<file path="src/rtl/regseq_pkg.sv">
// regseq_pkg: shared encodings, instruction field positions and FSM states for regfile_seq
package regseq_pkg;
  localparam logic [1:0] CLS_NOP  = 2'b00;
  localparam logic [1:0] CLS_LOAD = 2'b01;
  localparam logic [1:0] CLS_ALU  = 2'b10;
  localparam logic [1:0] CLS_MOV  = 2'b11;
  localparam logic [1:0] EN_IDLE = 2'b00;
  localparam logic [1:0] EN_WR   = 2'b01;
  localparam logic [1:0] EN_RD   = 2'b11;
  localparam logic [1:0] SRC_REG = 2'b00;
  localparam logic [1:0] SRC_OR2 = 2'b10;
  localparam logic [1:0] SRC_ALU = 2'b11;
  localparam int CLS_HI = 7;
  localparam int CLS_LO = 6;
  localparam int RD_HI  = 5;
  localparam int RD_LO  = 3;
  localparam int RS_HI  = 2;
  localparam int RS_LO  = 0;
  typedef enum logic [2:0] {S_IDLE, S_RD_A, S_RD_B, S_EXEC, S_WAIT, S_WB, S_FIN} state_t;
endpackage

</file>
<file path="src/rtl/regfile_seq.sv">
// regfile_seq: expands 8-bit micro-instructions into register-file read/execute/write-back cycles.
// Optional REGSEQ_R0_PROTECT_EN: suppresses writes to R0 and adds sticky wr_blocked output.
module regfile_seq
  import regseq_pkg::*;
#(
  parameter int ALU_LAT = 1
) (
  input  logic       clk,
  input  logic       rst_n,
  input  logic       instr_valid,
  output logic       instr_ready,
  input  logic [7:0] instr,
  output logic [1:0] enab,
  output logic [1:0] mux_sel,
  output logic [2:0] seg,
  output logic       lat_a,
  output logic       lat_b,
  output logic       alu_go,
  output logic       done,
  output logic       busy
`ifdef REGSEQ_R0_PROTECT_EN
  ,output logic      wr_blocked
`endif
);
  localparam logic [3:0] LAT_M1 = 4'(ALU_LAT - 1);
  state_t     r_state, w_nxt;
  logic [1:0] r_cls, w_cls;
  logic [2:0] r_rd, r_rs, w_rd, w_rs;
  logic [3:0] r_cnt;
  logic       w_acc, w_blk;
  logic [1:0] w_enab, w_mux;
  logic [2:0] w_seg;
  assign w_acc = instr_valid && instr_ready;
  assign w_cls = w_acc ? instr[CLS_HI:CLS_LO] : r_cls;
  assign w_rd  = w_acc ? instr[RD_HI:RD_LO] : r_rd;
  assign w_rs  = w_acc ? instr[RS_HI:RS_LO] : r_rs;
`ifdef REGSEQ_R0_PROTECT_EN
  assign w_blk = (w_nxt == S_WB) && (w_rd == 3'd0);
`else
  assign w_blk = 1'b0;
`endif
  always_comb begin
    w_nxt = S_IDLE;
    case (r_state)
      S_IDLE:  w_nxt = !w_acc ? S_IDLE : w_cls == CLS_NOP ? S_FIN : w_cls == CLS_LOAD ? S_WB : S_RD_A;
      S_RD_A:  w_nxt = w_cls == CLS_ALU ? S_RD_B : S_WB;
      S_RD_B:  w_nxt = S_EXEC;
      S_EXEC:  w_nxt = ALU_LAT == 1 ? S_WB : S_WAIT;
      S_WAIT:  w_nxt = r_cnt == 4'd1 ? S_WB : S_WAIT;
      default: w_nxt = S_IDLE;
    endcase
  end
  // Outputs are decoded from the next state and registered, so every output is a flop.
  always_comb begin
    w_enab = (w_nxt == S_RD_A || w_nxt == S_RD_B) ? EN_RD :
             (w_nxt == S_WB && !w_blk) ? EN_WR : EN_IDLE;
    w_mux  = w_nxt != S_WB ? SRC_REG : w_cls == CLS_LOAD ? SRC_OR2 : w_cls == CLS_ALU ? SRC_ALU : SRC_REG;
    w_seg  = w_nxt == S_RD_A ? (w_cls == CLS_MOV ? w_rs : w_rd) :
             w_nxt == S_RD_B ? w_rs : w_nxt == S_WB ? w_rd : seg;
  end
  always_ff @(posedge clk or negedge rst_n) begin
    if (!rst_n) begin
      r_state     <= S_IDLE;
      r_cls       <= CLS_NOP;
      r_rd        <= '0;
      r_rs        <= '0;
      r_cnt       <= '0;
      enab        <= EN_IDLE;
      mux_sel     <= SRC_REG;
      seg         <= '0;
      lat_a       <= 1'b0;
      lat_b       <= 1'b0;
      alu_go      <= 1'b0;
      done        <= 1'b0;
      busy        <= 1'b0;
      instr_ready <= 1'b0;
    end else begin
      r_state     <= w_nxt;
      r_cls       <= w_cls;
      r_rd        <= w_rd;
      r_rs        <= w_rs;
      r_cnt       <= w_nxt == S_EXEC ? LAT_M1 : r_state == S_WAIT ? r_cnt - 4'd1 : r_cnt;
      enab        <= w_enab;
      mux_sel     <= w_mux;
      seg         <= w_seg;
      lat_a       <= w_nxt == S_RD_A;
      lat_b       <= w_nxt == S_RD_B;
      alu_go      <= w_nxt == S_EXEC;
      done        <= w_nxt == S_WB || w_nxt == S_FIN;
      busy        <= w_nxt != S_IDLE;
      instr_ready <= w_nxt == S_IDLE;
    end
  end
`ifdef REGSEQ_R0_PROTECT_EN
  always_ff @(posedge clk or negedge rst_n) begin
    if (!rst_n) wr_blocked <= 1'b0;
    else if (w_blk) wr_blocked <= 1'b1;
  end
`endif
endmodule

</file>
<file path="config.mk">
export PLATFORM = sky130hd
export DESIGN_NAME = regfile_seq
export DESIGN_NICKNAME = d
export VERILOG_FILES = /design/src/rtl/regseq_pkg.sv /design/src/rtl/regfile_seq.sv
export SDC_FILE = /design/constraint.sdc
export NUM_CORES = 1
export LEC_CHECK = 0
export CAP_MARGIN = 20
export CORE_MARGIN = 10
export CORE_UTILIZATION = 38
export DETAILED_ROUTE_END_ITERATION = 6
export PLACE_DENSITY = 0.65
export SYNTH_ARGS = -nofsm -noshare
export SYNTH_HDL_FRONTEND = slang
export SYNTH_SLANG_ARGS = --single-unit
</file>
<file path="constraint.sdc">
create_clock -name clk -period 3.1 [get_ports clk]
set_clock_uncertainty 0.15 [all_clocks]
set_input_delay 0.465 -clock clk [delete_from_list [all_inputs] [get_ports clk]]
set_output_delay 0.465 -clock clk [all_outputs]
set_load 0.03 [all_outputs]
</file>
==> Word-level counts from Yosys, hierarchy flattened <==
Index checks and enable logic that the tools add are counted.
{ "totals": {"reg_bits": 28, "in_bits": 11, "wordCells": 58} }
{ "op_classes": {"n_addsub": 1, "n_eq_ne": 14, "n_mux": 20, "n_reduce_logical": 9} }
{ "ops": {"columns": ["operator", "n"], "rows": [
  ["3-bit two-way mux", 10],
  ["3-bit case mux with 5 select lines", 1],
  ["3-bit by 2-bit == test with 1-bit output (second input constant)", 4],
  ["2-bit two-way mux", 5],
  ["3-bit == test (second input constant)", 3],
  ["4-bit two-way mux", 2],
  ["3-bit by 1-bit == test with 1-bit output (second input constant)", 2],
  ["3-bit logical NOT", 2],
  ["3-bit nonzero test", 2],
  ["2-bit == test (second input constant)", 2],
  ["4-bit by 1-bit == test with 1-bit output (second input constant)", 1],
  ["4-bit by 1-bit subtractor with 4-bit output (second input constant)", 1],
  ["3-bit != test (second input constant)", 1],
  ["2-bit by 1-bit == test with 1-bit output (second input constant)", 1],
  ["2-bit logical NOT", 1],
  ["1-bit logical OR", 2],
  ["1-bit two-way mux", 2],
  ["2-bit nonzero test", 1],
  ["1-bit logical AND", 1]
]} }

==> Logic depth before layout (Yosys ltp) <==
{ "depth": {"word_depth": 11, "mapped_depth": 9} }

==> Worst setup path after synthesis <==
No wires, ideal clock.
{ "synth_timing": {"path_type": "register to register", "startpoint": "reg instr_ready", "endpoint": "reg seg[0]", "t_arrival_ns": 2.330, "slack_ns": 0.486, "path_stages_with_launch": 10, "path_buffers": 0, "cell_sequence": "dfrtp_1 -> nand2_1 -> mux2_2 -> inv_1 -> ha_1 -> nand2b_1 -> a221oi_4 -> a21oi_4 -> a21boi_1 -> o22ai_1"} }
{ "synth_between": {"word_cells_on_any_way": 21} }
{ "synth_lines": {"columns": ["element", "line", "rtl"], "rows": [
  ["start: declaration", "regfile_seq.sv:11", "output logic instr_ready,"],
  ["start signal: assignment", "regfile_seq.sv:76", "instr_ready <= 1'b0;"],
  ["start signal: assignment", "regfile_seq.sv:91", "instr_ready <= w_nxt == S_IDLE;"],
  ["1-bit logical AND *", "regfile_seq.sv:33", "assign w_acc = instr_valid && instr_ready;"],
  ["2-bit two-way mux *", "regfile_seq.sv:34", "assign w_cls = w_acc ? instr[CLS_HI:CLS_LO] : r_cls;"],
  ["named net w_cls[0]", "regfile_seq.sv:27", "logic [1:0] r_cls, w_cls;"],
  ["2-bit logical NOT", "regfile_seq.sv:45", "S_IDLE: w_nxt = !w_acc ? S_IDLE : w_cls == CLS_NOP ? S_FIN : w_cls == CLS_LOAD ? S_WB : S_RD_A;"],
  ["3-bit two-way mux (2 in a row)", "regfile_seq.sv:45", null],
  ["3-bit case mux with 5 select lines *", "regfile_seq.sv:44", "case (r_state)"],
  ["named net w_nxt[1]", "regfile_seq.sv:26", "state_t r_state, w_nxt;"],
  ["3-bit by 2-bit == test with 1-bit output", "regfile_seq.sv:59", "w_nxt == S_RD_B ? w_rs : w_nxt == S_WB ? w_rd : seg;"],
  ["3-bit two-way mux", "regfile_seq.sv:59", null],
  ["3-bit two-way mux", "regfile_seq.sv:58", "w_seg = w_nxt == S_RD_A ? (w_cls == CLS_MOV ? w_rs : w_rd) :"],
  ["end signal: assignment", "regfile_seq.sv:85", "seg <= w_seg;"],
  ["end: declaration", "regfile_seq.sv:15", "output logic [2:0] seg,"]
]} }
Mark *: on every way through the listed nets, which the timed path passes. The rest lies on a longest branch. The select of a mux whose other input is x is not followed.
A chain may end at the register's enable or synchronous reset.

==> Final worst setup path <==
{ "layout_timing": {"startpoint": "in instr_valid", "endpoint": "reg seg[0]"} }
{ "layout_between": {"word_cells_on_any_way": 21} }
{ "layout_lines": {"columns": ["element", "line", "rtl"], "rows": [
  ["start: declaration", "regfile_seq.sv:10", "input logic instr_valid,"],
  ["1-bit logical AND *", "regfile_seq.sv:33", null],
  ["2-bit two-way mux *", "regfile_seq.sv:34", null],
  ["named net w_cls[0]", "regfile_seq.sv:27", null],
  ["2-bit logical NOT", "regfile_seq.sv:45", null],
  ["3-bit two-way mux (2 in a row)", "regfile_seq.sv:45", null],
  ["3-bit case mux with 5 select lines *", "regfile_seq.sv:44", null],
  ["named net w_nxt[1]", "regfile_seq.sv:26", null],
  ["3-bit by 2-bit == test with 1-bit output", "regfile_seq.sv:59", null],
  ["3-bit two-way mux", "regfile_seq.sv:59", null],
  ["3-bit two-way mux", "regfile_seq.sv:58", null]
]} }
Marked as above.

==> impl_metrics.ini <==
[status]
status = finished clean

[run]
maxCapViolations = 0

[power]
ir_worst_vdd_mv = 0.552
p_leak_nw = 0.767
powerDensity_nw_per_um2 = 1150

[timing]
finalSetupViolCount = 0
hold_viol = 0
rsz0062_at_grt = no
max_clock_freq_ghz = 0.361
fin_setup_tns_ns = 0
period_needed_ns = 2.77
relSlewSlack_pct = 75.8
worst_pin_slew_ns = 0.363
drv_slew = 0
period_share_pct = 89.5
hold_ws_ns = 0.350

[drt]
drt_drc_violations_left = 0
vias = 938
wire_per_inst_um = 14.7
route.met3.wl_um = 164
drt_wl_total_um = 2750
first_pass_iters = 4
dr.max_layer_used = met4
drt-initial-drc-count = 45
wl_met2_um = 1410
ant_nets = 0
via_per_inst = 5.02
wl_met1_um = 1160

[worst_setup_path]
critPathLaunchType = input pin
required_ns = 3.17
reg2reg_setup_slack_ns = 0.49
critical_path_buf_inv_count = 2
crit_chain = clkdlybuf4s50_1 -> nand2_1 -> mux2_2 -> inv_1 -> ha_1 -> nand2b_1 -> a221oi_4 -> a21oi_4 -> a21boi_1 -> o22ai_1
timing.rr.start = instr_ready
worstPathMaxFanout = 8
cpLargestDelayFamily = compound AO/OA/AOI/OAI gates
critPathMaxStageDelay_ns = 0.44
crit_type = in -> reg
crit_path_end_kind = flop
cp.arrival_ns = 2.84
r2r-end = seg[0]
worst_path_max_delay_cell = clkdlybuf4s50_1
r2r_cells = 9

[clock_tree]
cts_hold_buf = 0
cts.htree.levels = 1
cts.clk_slew.worst_paths_ns = 0.15
insertion_delay_ns = 0.33
cts_buffers = 3
clk_path_buf_depth = 2
cts-root-buf = clkbuf_4
postCtsSetupBuffers = 0
clock_sinks = 28
cts_resized = 0
cts_tree = yes

[final_layout]
drive_above_1_share_pct = 10.6
post-route-util_pct = 49.7
antennaDiodeCount = 0
syn_to_final_growth_pct = 26.8
num-nets-final = 158
fillers = 331

[synth]
postSynthCellCount = 114
syn_avg_cell_area_um2 = 11.4
async_reset_ff_share_pct = 100
yosys_warnings = 0
synth.cell_area_um2 = 1300
seq_area_frac_synth_pct = 54.0
synthesis.nets = 130
synthMostInstantiatedCell = dfrtp_1
synth_top_area_share_pct = 54.0
synthFlopType = dfrtp_1
synth_area_leaders = dfrtp_1, mux2i_1, ha_1, mux2_2, inv_1
synth_edf_count = 0
ys_ff_latch = 28
synth_top_cell_by_area = dfrtp_1
ys_types = 30
synth_common_cells = dfrtp_1, inv_1, nand2_1

[floorplan]
die_y_um = 78.4
coreArea_um2 = 3310
rows = 21
ioPinCount = 24
dieArea_um2 = 6150
die_w_um = 78.4
start_util_pct = 39.2

[place]
dp_hpwl_um = 2080
io_buffers = 23
gp_congestion = 0.790

[hold_path]
hp-class = in -> async

[global_route]
grt_start_max_net_pins = 29
grt_overflow = 0
grt_first_pass_wirelength_um = 4800
grt_usage_pct = 9.40
grt_pass1_vias = 1047
antenna_found_initial = 0
per-layer routing:
layer  GRT usage [%]  vias to the layer above
met4            3.23                        0
met1            10.7                      461
met3            2.73                        2
li1                -                      456
met2            16.4                       19
met5               0                        -
registers in the layout, summed over array words and instances, names as in the netlist, 2 cells and up:
name     cells
r_rd         3
r_state      3
seg          3
r_cls        2
enab         2
mux_sel      2
r_rs         3
r_cnt        4
cells in the final DEF (no fill, tap or decap), types with 3 or more instances in the layout:
| cell type | count |
|---|---|
| dfrtp_1 | 28 |
| nor2_1 | 4 |
| o22ai_1 | 5 |
| clkbuf_4 | 3 |
| a31oi_1 | 3 |
| o21ai_0 | 4 |
| ha_1 | 5 |
| clkdlybuf4s50_1 | 23 |
| inv_1 | 10 |
| a21oi_1 | 4 |
| nand3_1 | 6 |
| nand2_1 | 8 |
| mux2i_1 | 7 |
| buf_4 | 3 |
| mux2_2 | 5 |
where the power goes:
group          leakage (nW)  total [mW]  internal (mW)  switching (mW)
sequential            0.349       0.641          0.530           0.112
combinational         0.390        1.01          0.435           0.577
clock                0.0279       0.241          0.131           0.110
total                 0.767        1.89           1.10           0.799
worst max-delay path by stage:
stage,start,end,slack (ns),cells past startpoint
floorplan,instr_ready,seg[0],0.49,9
global placement,instr_valid,seg[1],0.08,10
detailed placement,instr_valid,seg[0],0.007,10
CTS,instr_valid,seg[2],0.36,10
global route,instr_valid,seg[2],0.16,10
finish,instr_valid,seg[0],0.33,10
layout make-up:
class	count	area [µm²]	share of cell area [%]
Clock inverter	1	30.0	1.83
Multi-Input combinational cell	73	544	33.1
Clock buffer	3	22.5	1.37
Inverter	10	37.5	2.28
Tap cell	46	57.6	3.50
Timing Repair Buffer	26	253	15.4
Sequential cell	28	701	42.6
cell families after synthesis:
family	share of synthesized area, %
mux	9.74
flops	54.0
buf+inv	4.05
fa+ha+maj	4.82
simple gates	12.8
compound gates	14.6
through the flow:
| step | instance area (µm²) | cells | setup slack (ns) | power (mW) |
|---|---|---|---|---|
| 4_1_cts | 1650 | 187 | 0.359 | 1.92 |
| 2_1_floorplan | 1300 | 114 | 0.486 | 1.35 |
| 6_report | 1650 | 187 | 0.326 | 1.89 |
| 3_5_place_dp | 1590 | 183 | 0.00706 | 1.67 |
| 3_3_place_gp | 1590 | 183 | 0.0773 | 1.64 |
| 5_1_grt | 1650 | 187 | 0.155 | 2.05 |
worst reg2reg max path: cells and delay by family, from the launching register on:
family,cells,cell delay [ns]
buf+inv,1,0.09
fa+ha+maj,1,0.22
compound gates,4,0.97
mux,1,0.38
simple gates,2,0.28
flops,1,0.43
Power figures use the tool's default switching activity.
